$ cat config.mk
export PLATFORM = sky130hd
export DESIGN_NAME = ca_gen_scheduler
export DESIGN_NICKNAME = d
export VERILOG_FILES = /design/src/rtl/ca_pkg.sv /design/src/rtl/ca_rate_prescaler.sv /design/src/rtl/ca_gen_scheduler.sv
export SDC_FILE = /design/constraint.sdc
export NUM_CORES = 1
export LEC_CHECK = 0
export CORE_UTILIZATION = 55
export DETAILED_ROUTE_END_ITERATION = 7
export PLACE_DENSITY = 0.86
export SLEW_MARGIN = 20
export SYNTH_ARGS = -nofsm -noshare
export SYNTH_HDL_FRONTEND = slang
export SYNTH_HIERARCHICAL = 1
export SYNTH_SLANG_ARGS = --single-unit
$ cat constraint.sdc
create_clock -name clk -period 7.8 [get_ports clk]
set_clock_uncertainty 0.15 [all_clocks]
set_input_delay 1.56 -clock clk [delete_from_list [all_inputs] [get_ports clk]]
set_output_delay 1.56 -clock clk [all_outputs]
set_load 0.03 [all_outputs]
$ cat src/rtl/ca_pkg.sv
// Shared types and constants for the cellular-automaton generation scheduler.
package ca_pkg;

    typedef enum logic [1:0] {IDLE, ARMED, REQ, COMMIT} sched_state_t;

    localparam logic [3:0] GEN_MAX = 4'hF;

endpackage

$ cat src/rtl/ca_rate_prescaler.sv
// Free-run rate prescaler: counts while enabled and emits a one-cycle tick at
// the terminal count (DIV_BASE << rate_sel) - 1, then restarts from zero.
module ca_rate_prescaler #(
    parameter int DIV_BASE = 25_000_000,
    parameter int DIV_W    = 32
) (
    input  logic       clk,
    input  logic       rst_n,
    input  logic       en,
    input  logic       clr,
    input  logic [1:0] rate_sel,
    output logic       tick
);

    logic [DIV_W-1:0] count_reg;
    logic [DIV_W-1:0] term_cnt;

    assign term_cnt = (DIV_W'(DIV_BASE) << rate_sel) - DIV_W'(1);

    // >= rather than == so a rate change that lands below the count fires at once
    assign tick = en && (count_reg >= term_cnt);

    always_ff @(posedge clk or negedge rst_n) begin
        if (!rst_n) begin
            count_reg <= '0;
        end else if (clr || tick) begin
            count_reg <= '0;
        end else if (en) begin
            count_reg <= count_reg + DIV_W'(1);
        end
    end

endmodule

$ cat src/rtl/ca_gen_scheduler.sv
// Generation scheduler: single-step or free-run update handshake with the CA
// array and count/clear pulses for the generation counter. GEN_LIMIT_EN adds a stop at 15.
module ca_gen_scheduler
    import ca_pkg::*;
#(
    parameter int DIV_BASE = 25_000_000,
    parameter int DIV_W    = 32,
    parameter int GEN_W    = 4
) (
    input  logic             clk,
    input  logic             reset,
    input  logic             run,
    input  logic             step,
    input  logic             clear,
    input  logic [1:0]       rate_sel,
    input  logic             update_ack,
    input  logic [GEN_W-1:0] cnt_val,
    output logic             update_req,
    output logic             cnt_en,
    output logic             cnt_clr,
    output logic             busy,
    output logic             done
);

`ifdef GEN_LIMIT_EN
    localparam bit LIMIT_EN = 1'b1;
`else
    localparam bit LIMIT_EN = 1'b0;
`endif

    sched_state_t state_reg, state_next;
    logic clr_pend_reg, clr_pend_next;
    logic update_req_reg, cnt_en_reg, cnt_clr_reg, busy_reg, done_reg;

    logic at_limit;
    logic idle_or_armed;
    logic presc_en, presc_clr, presc_tick;
    logic clr_fire;

    assign at_limit      = LIMIT_EN && (cnt_val == GEN_W'(GEN_MAX));
    assign idle_or_armed = (state_reg == IDLE) || (state_reg == ARMED);

    // The prescaler only runs in ARMED; leaving ARMED leaves it at zero for the next entry
    assign presc_en  = (state_reg == ARMED) && !at_limit;
    assign presc_clr = (state_reg != ARMED) || clear;

    ca_rate_prescaler #(
        .DIV_BASE (DIV_BASE),
        .DIV_W    (DIV_W)
    ) u_prescaler (
        .clk      (clk),
        .rst_n    (reset),
        .en       (presc_en),
        .clr      (presc_clr),
        .rate_sel (rate_sel),
        .tick     (presc_tick)
    );

    always_comb begin
        state_next = state_reg;
        case (state_reg)
            IDLE: begin
                if (step && !at_limit) state_next = REQ;
                else if (run)          state_next = ARMED;
            end
            ARMED: begin
                if (!run)            state_next = IDLE;
                else if (presc_tick) state_next = REQ;
            end
            REQ: begin
                if (update_ack) state_next = COMMIT;
            end
            COMMIT: begin
                state_next = run ? ARMED : IDLE;
            end
            default: state_next = IDLE;
        endcase
    end

    // A clear that lands mid-handshake is deferred so it never collides with cnt_en
    assign clr_fire = (idle_or_armed && clear) ||
                      ((state_reg == COMMIT) && (clr_pend_reg || clear));

    always_comb begin
        clr_pend_next = clr_pend_reg;
        if (state_reg == COMMIT)            clr_pend_next = 1'b0;
        else if (state_reg == REQ && clear) clr_pend_next = 1'b1;
    end

    always_ff @(posedge clk or negedge reset) begin
        if (!reset) begin
            state_reg      <= IDLE;
            clr_pend_reg   <= 1'b0;
            update_req_reg <= 1'b0;
            cnt_en_reg     <= 1'b0;
            cnt_clr_reg    <= 1'b0;
            busy_reg       <= 1'b0;
            done_reg       <= 1'b0;
        end else begin
            state_reg      <= state_next;
            clr_pend_reg   <= clr_pend_next;
            update_req_reg <= (state_next == REQ);
            cnt_en_reg     <= (state_next == COMMIT);
            cnt_clr_reg    <= clr_fire;
            busy_reg       <= (state_next == REQ) || (state_next == COMMIT);
            done_reg       <= at_limit && ((state_next == IDLE) || (state_next == ARMED));
        end
    end

    assign update_req = update_req_reg;
    assign cnt_en     = cnt_en_reg;
    assign cnt_clr    = cnt_clr_reg;
    assign busy       = busy_reg;
    assign done       = done_reg;

endmodule

==> results of run 1 <==
routing by layer:
layer | GRT usage | up-vias
met5 | 0 | -
met4 | 0.07625 | 0
met3 | 0.04115 | 8
met2 | 0.4002 | 53
met1 | 0.3012 | 1055
li1 | - | 1053
cell families (layout without fill, tap and decap cells):
family | Yosys count | in the layout | synth area share
mux | 1 | 1 | 0.003583
xor+xnor | 28 | 28 | 0.08777
compound gates | 45 | 45 | 0.1137
buf+inv | 28 | 34 | 0.06673
simple gates | 118 | 118 | 0.2629
fa+ha+maj | 25 | 25 | 0.1120
flops | 39 | 39 | 0.3493
other cells | 3 | 8 | 0.004030
final cells by class:
| cell class | count | area [um^2] | share of cell area |
|---|---|---|---|
| flip-flops and latches | 39 | 975.9 | 0.3301 |
| inverters | 14 | 52.55 | 0.01777 |
| multi-input cells | 225 | 1650 | 0.5582 |
| clock inverters | 1 | 5.005 | 0.001693 |
| well taps | 67 | 83.83 | 0.02835 |
| clock buffers | 7 | 76.32 | 0.02581 |
| repair buffers | 12 | 112.6 | 0.03809 |
worst paths after layout:
check	endpoint	slack, ns	cells after the start
worst max-delay path	busy	2.69	11
worst min-delay path	clr_pend_reg	0.40	2
worst max register to register	busy	4.70	8
worst min register to register	clr_pend_reg	0.40	2
max in group asynchronous	u_prescaler/count_reg[31]	5.74	1
min in group asynchronous	u_prescaler/count_reg[21]	1.22	1
cells in the mapped netlist, types with 4 or more instances:
master     instances
ha_1              25
o2111ai_1          6
and4_1             4
xor2_1            17
xnor2_1           11
nor3_2             9
nand4_1            9
and3_1             4
nor2_1             7
nand2_1           21
inv_1             13
nor3_1            23
a21oi_1           15
nand3_1           14
dfrtp_1           39
stage by stage:
step                power [mW]    util
floorplan               0.3447       -
global placement        0.3629  0.5969
detailed placement      0.3650  0.5969
CTS                     0.4996  0.6138
global route            0.5222  0.6138
finish                  0.4952  0.6138
where the power goes:
| part | switching, mW | internal (mW) |
|---|---|---|
| logic | 0.0809 | 0.0444 |
| clock network | 0.0705 | 0.0628 |
| registers | 0.0171 | 0.220 |
| total | 0.168 | 0.327 |
worst max-delay path: cells and delay by family:
kind / cells / cell delay, ns
and+or+nand+nor: 4 / 0.95
buffers and inverters: 1 / 0.59
adders and majority gates: 2 / 0.59
AOI/OAI and AO/OA: 4 / 1.48
==> flow_summary.ini, run 1 <==
[global_route]
grt_pass1_vias = 2181
grt_overflow = 0
grt_use_total = 0.2346
antenna_found_initial = 0
grt_pass1_wl_um = 9729
grt_max_degree = 40

[setup_path]
slowest_stage = a31oi_4
arrival_ns = 5.17
end_kind = flip-flop
reg2reg_from = u_prescaler/count_reg[13]
critPathKind = input pin to flip-flop
cp_cell_sequence = clkdlybuf4s50_1, or2_2, ha_1, ha_1, nand2_1, o31ai_1, a221o_1, nand3_2, a31oi_4, and4b_2, o21bai_1
critical_path.most_common_cell = ha_1
worstPathMaxFanout = 29
setup.worst_path.start_class = input pin
critPathMaxStageDelay_ns = 0.81
crit_start = rate_sel[1]
required_ns = 7.86

[synthesis]
ys_types = 57
avgSynthCellArea_um2 = 9.735
synth_area_leaders = dfrtp_1 35%, ha_1 11%, xor2_1 5.3%, nor3_1 4.1%, xnor2_1 3.4%
synth_ff_type = dfrtp_1
synth_edf_count = 0
ys_ff_latch = 39
seq_area_frac_synth = 0.3493
synthesis.area_um2 = 2794
yosys_warnings = 6
yosysTopAreaCell = dfrtp_1
synthArstFlopShare = 1.000
synth_top_area_frac = 0.3493
syn_inst = 287

[routing]
routed_wl_um = 5616
route.met2.wl_um = 2673
drtPass1Iterations = 4
antenna_left = 0
drtIter0Drc = 106
viasPerCell = 5.942
drcViolationCount = 0
wl_per_cell_um = 15.39
wl_met3_um = 257
vias = 2169
wl_met1_um = 2622
top_layer = met4

[outcome]
status = completed

[clock_tree]
cts_hold_buf = 0
root_buffer = clkbuf_8
cts_made_buffers = 5
clk_latency_ns = 0.29
h-tree-depth = 2
clk_pin_slew_ns = 0.07
clock_sinks = 39
cts_resized = 0
cts_tree = built
cts.path.max_buffers = 2
cts_setup_buffers = 0

[floorplan]
dieArea_um2 = 5369
io_pins = 17
die_w_um = 73.28
die_y_um = 73.28
fp-row-count = 25
core-area_um2 = 4817
start_util = 0.5800

[power]
leakagePower_nw = 1.232
p_per_area_nw_per_um2 = 167.5
ir_drop_mv = 0.1524

[layout]
drive_above_1_share = 0.1208
nFillCells = 423
design_area_um2 = 2957
mostFrequentLayoutCell = dfrtp_1
antennaDiodeCount = 0
final_cells = 365
layout_common_cells = 39 x dfrtp_1, 25 x ha_1, 23 x nor3_1
fin_nets = 334
area_growth_syn_to_layout_pct = 5.822
largest_reg_flops = 32

[timing]
rsz0062_at_grt = no
worst_slack_ns = 2.690
timing.fmax_ghz = 0.1957
finalSetupTns_ns = 0
setup_violations = 0
hold_ws_ns = 0.3950
slew_viol_final = 0
worst_pin_slew_ns = 0.9430
layout_worst_path_cycle_share = 0.6551
fin_crit_ns = 5.110
relSlewSlack = 0.3713
finalHoldViolCount = 0

[hold_path]
holdCritStartpoint = clr_pend_reg
hp-class = flip-flop to flip-flop

[placed_design]
dp_cells = 357
dp_slack_ns = 2.392
hpwlAfterDp_um = 4019
io_buffers = 11
placed_area_um2 = 2875
finalWeightedCongestion = 0.8342

[flow_run]
drv_cap = 0
Note: power is estimated with default switching activity, not from simulation.
==> run 2, diff against run 1 <==
- CORE_UTILIZATION: 55 -> 54
- PLACE_DENSITY: 0.86 -> 0.87
- clock period: 7.8 -> 4.39 ns (I/O delays scaled with it)
==> run 2 against run 1 <==
Against the previous run:
- combinational power rose by 81%
- register-to-register slack lost 3.0 ns
- sequential power grew 78%
- clock power up 100%
- power rose by 84%
- largest cell class unchanged
==> flow_summary.ini, run 2 (same netlist as run 1, synthesis figures left out) <==
[outcome]
status = completed

[setup_path]
critPathKind = input pin to flip-flop
cp_cell_sequence = clkdlybuf4s50_1, or2_2, ha_1, ha_1, nand2_1, o31ai_1, a221o_1, nand3_2, a31oi_4, buf_4, nand3b_1, o211ai_1
arrival_ns = 3.89
setup.worst_path.start_class = input pin
cp.buffers_inverters = 2
required_ns = 4.41
crit_family = buffers and inverters
critical_path.most_common_cell = ha_1
end_kind = flip-flop
critPathMaxStageDelay_ns = 0.53
slowest_stage = clkdlybuf4s50_1
worstPathMaxFanout = 28

[global_route]
grt_pass1_vias = 2251
grt_overflow = 0
grt_max_degree = 40
grt_use_total = 0.2358
antenna_found_initial = 0
grt_pass1_wl_um = 9860

[clock_tree]
cts.path.max_buffers = 2
cts_tree = built
cts_resized = 0
cts_hold_buf = 0
clk_pin_slew_ns = 0.07
cts_made_buffers = 5
clock_sinks = 39
h-tree-depth = 2
cts_setup_buffers = 0
root_buffer = clkbuf_8
clk_latency_ns = 0.30

[flow_run]
drv_cap = 0

[routing]
antenna_left = 0
vias = 2189
viasPerCell = 5.965
wl_per_cell_um = 15.38
routed_wl_um = 5644
drcViolationCount = 0
drtIter0Drc = 139
drtPass1Iterations = 4

[layout]
fin_nets = 336
seqCellArea_um2 = 975.9
drive_above_1_share = 0.1300
area_growth_syn_to_layout_pct = 7.031
nFillCells = 396
antennaDiodeCount = 0
post-route-util = 0.6168
multi_input_area_um2 = 1650
mostFrequentLayoutCell = dfrtp_1
largest_reg_flops = 32
layout_common_cells = 39 x dfrtp_1, 25 x ha_1, 23 x nor3_1

[timing]
fin_crit_ns = 3.866
layout_worst_path_cycle_share = 0.8806
setup_violations = 0
slew_viol_final = 0
finalSetupTns_ns = 0
relSlewSlack = 0.4199
finalHoldViolCount = 0
worst_pin_slew_ns = 0.8701
timing.fmax_ghz = 0.2587
rsz0062_at_grt = no

[hold_path]
hp-class = flip-flop to flip-flop

[floorplan]
core-area_um2 = 4848
start_util = 0.5763
fp-row-count = 25
die_w_um = 73.93
io_pins = 17
dieArea_um2 = 5466
die_y_um = 73.93

[power]
p_per_area_nw_per_um2 = 305.5
pwr-share-seq = 0.461
leakagePower_nw = 1.251
power.internal_mw = 0.6131
power_frac_clock = 0.292
switching_share = 0.3289
ir_drop_mv = 0.3064
p_sw_mw = 0.3005
pwr-share-comb = 0.247

[placed_design]
hpwlAfterDp_um = 4047
finalWeightedCongestion = 0.8670
io_buffers = 11
run 2: through the flow:
stage          setup WS [ns]  instances  instance area [um^2]  hold slack [ns]  power [mW]
6_report              0.5241        367                  2990           0.4132      0.9136
5_1_grt               0.3400        367                  2990           0.4363      0.9590
3_3_place_gp          0.2957        359                  2890           0.3614      0.6450
2_1_floorplan         0.8534        292                  2813           0.3413      0.6125
4_1_cts               0.5332        367                  2990           0.4065      0.9215
3_5_place_dp          0.2287        359                  2890           0.3778      0.6511
run 2: final timing paths:
kind / slack (ns) / cells after the start / to / from
max: 0.52 / 12 / state_reg[0] / rate_sel[1]
min: 0.41 / 2 / clr_pend_reg / clr_pend_reg
max reg2reg: 1.69 / 8 / u_prescaler/count_reg[10] / state_reg[1]
min reg2reg: 0.41 / 2 / clr_pend_reg / clr_pend_reg
max in group asynchronous: 3.00 / 1 / u_prescaler/count_reg[27] / reset
min in group asynchronous: 0.55 / 1 / u_prescaler/count_reg[28] / reset
run 2: worst register-to-register path, stage by stage, from the launching register on:
cell and delay (ns):
dfrtp_1 0.49, and2b_2 0.32, nand2b_1 0.11, buf_4 0.39, o21ai_0 0.12, or4_1 0.44
or2_2 0.31, xor2_1 0.21, nor3_2 0.05
run 2: power by group through the flow:
| stage | sequential, mW | clock [mW] | combinational, mW |
|---|---|---|---|
| floorplan | 0.443 | 0 | 0.170 |
| global route | 0.427 | 0.287 | 0.245 |
| finish | 0.421 | 0.267 | 0.226 |
| global placement | 0.426 | 0 | 0.219 |
| CTS | 0.421 | 0.274 | 0.226 |
| detailed placement | 0.428 | 0 | 0.223 |
run 2: per-layer routing:
layer,up-vias,track usage,part of all wire
li1,1052,-,-
met1,1077,0.2949,0.46
met2,45,0.4030,0.48
met3,15,0.04201,0.032
met4,0,0.09615,0.022
met5,-,0,0
run 2: cell type report:
class | instances | share of cell area
clock buffers | 8 | 0.03347
multi-input cells | 225 | 0.5519
repair buffers | 14 | 0.04268
inverters | 14 | 0.01757
flip-flops and latches | 39 | 0.3264
well taps | 67 | 0.02803
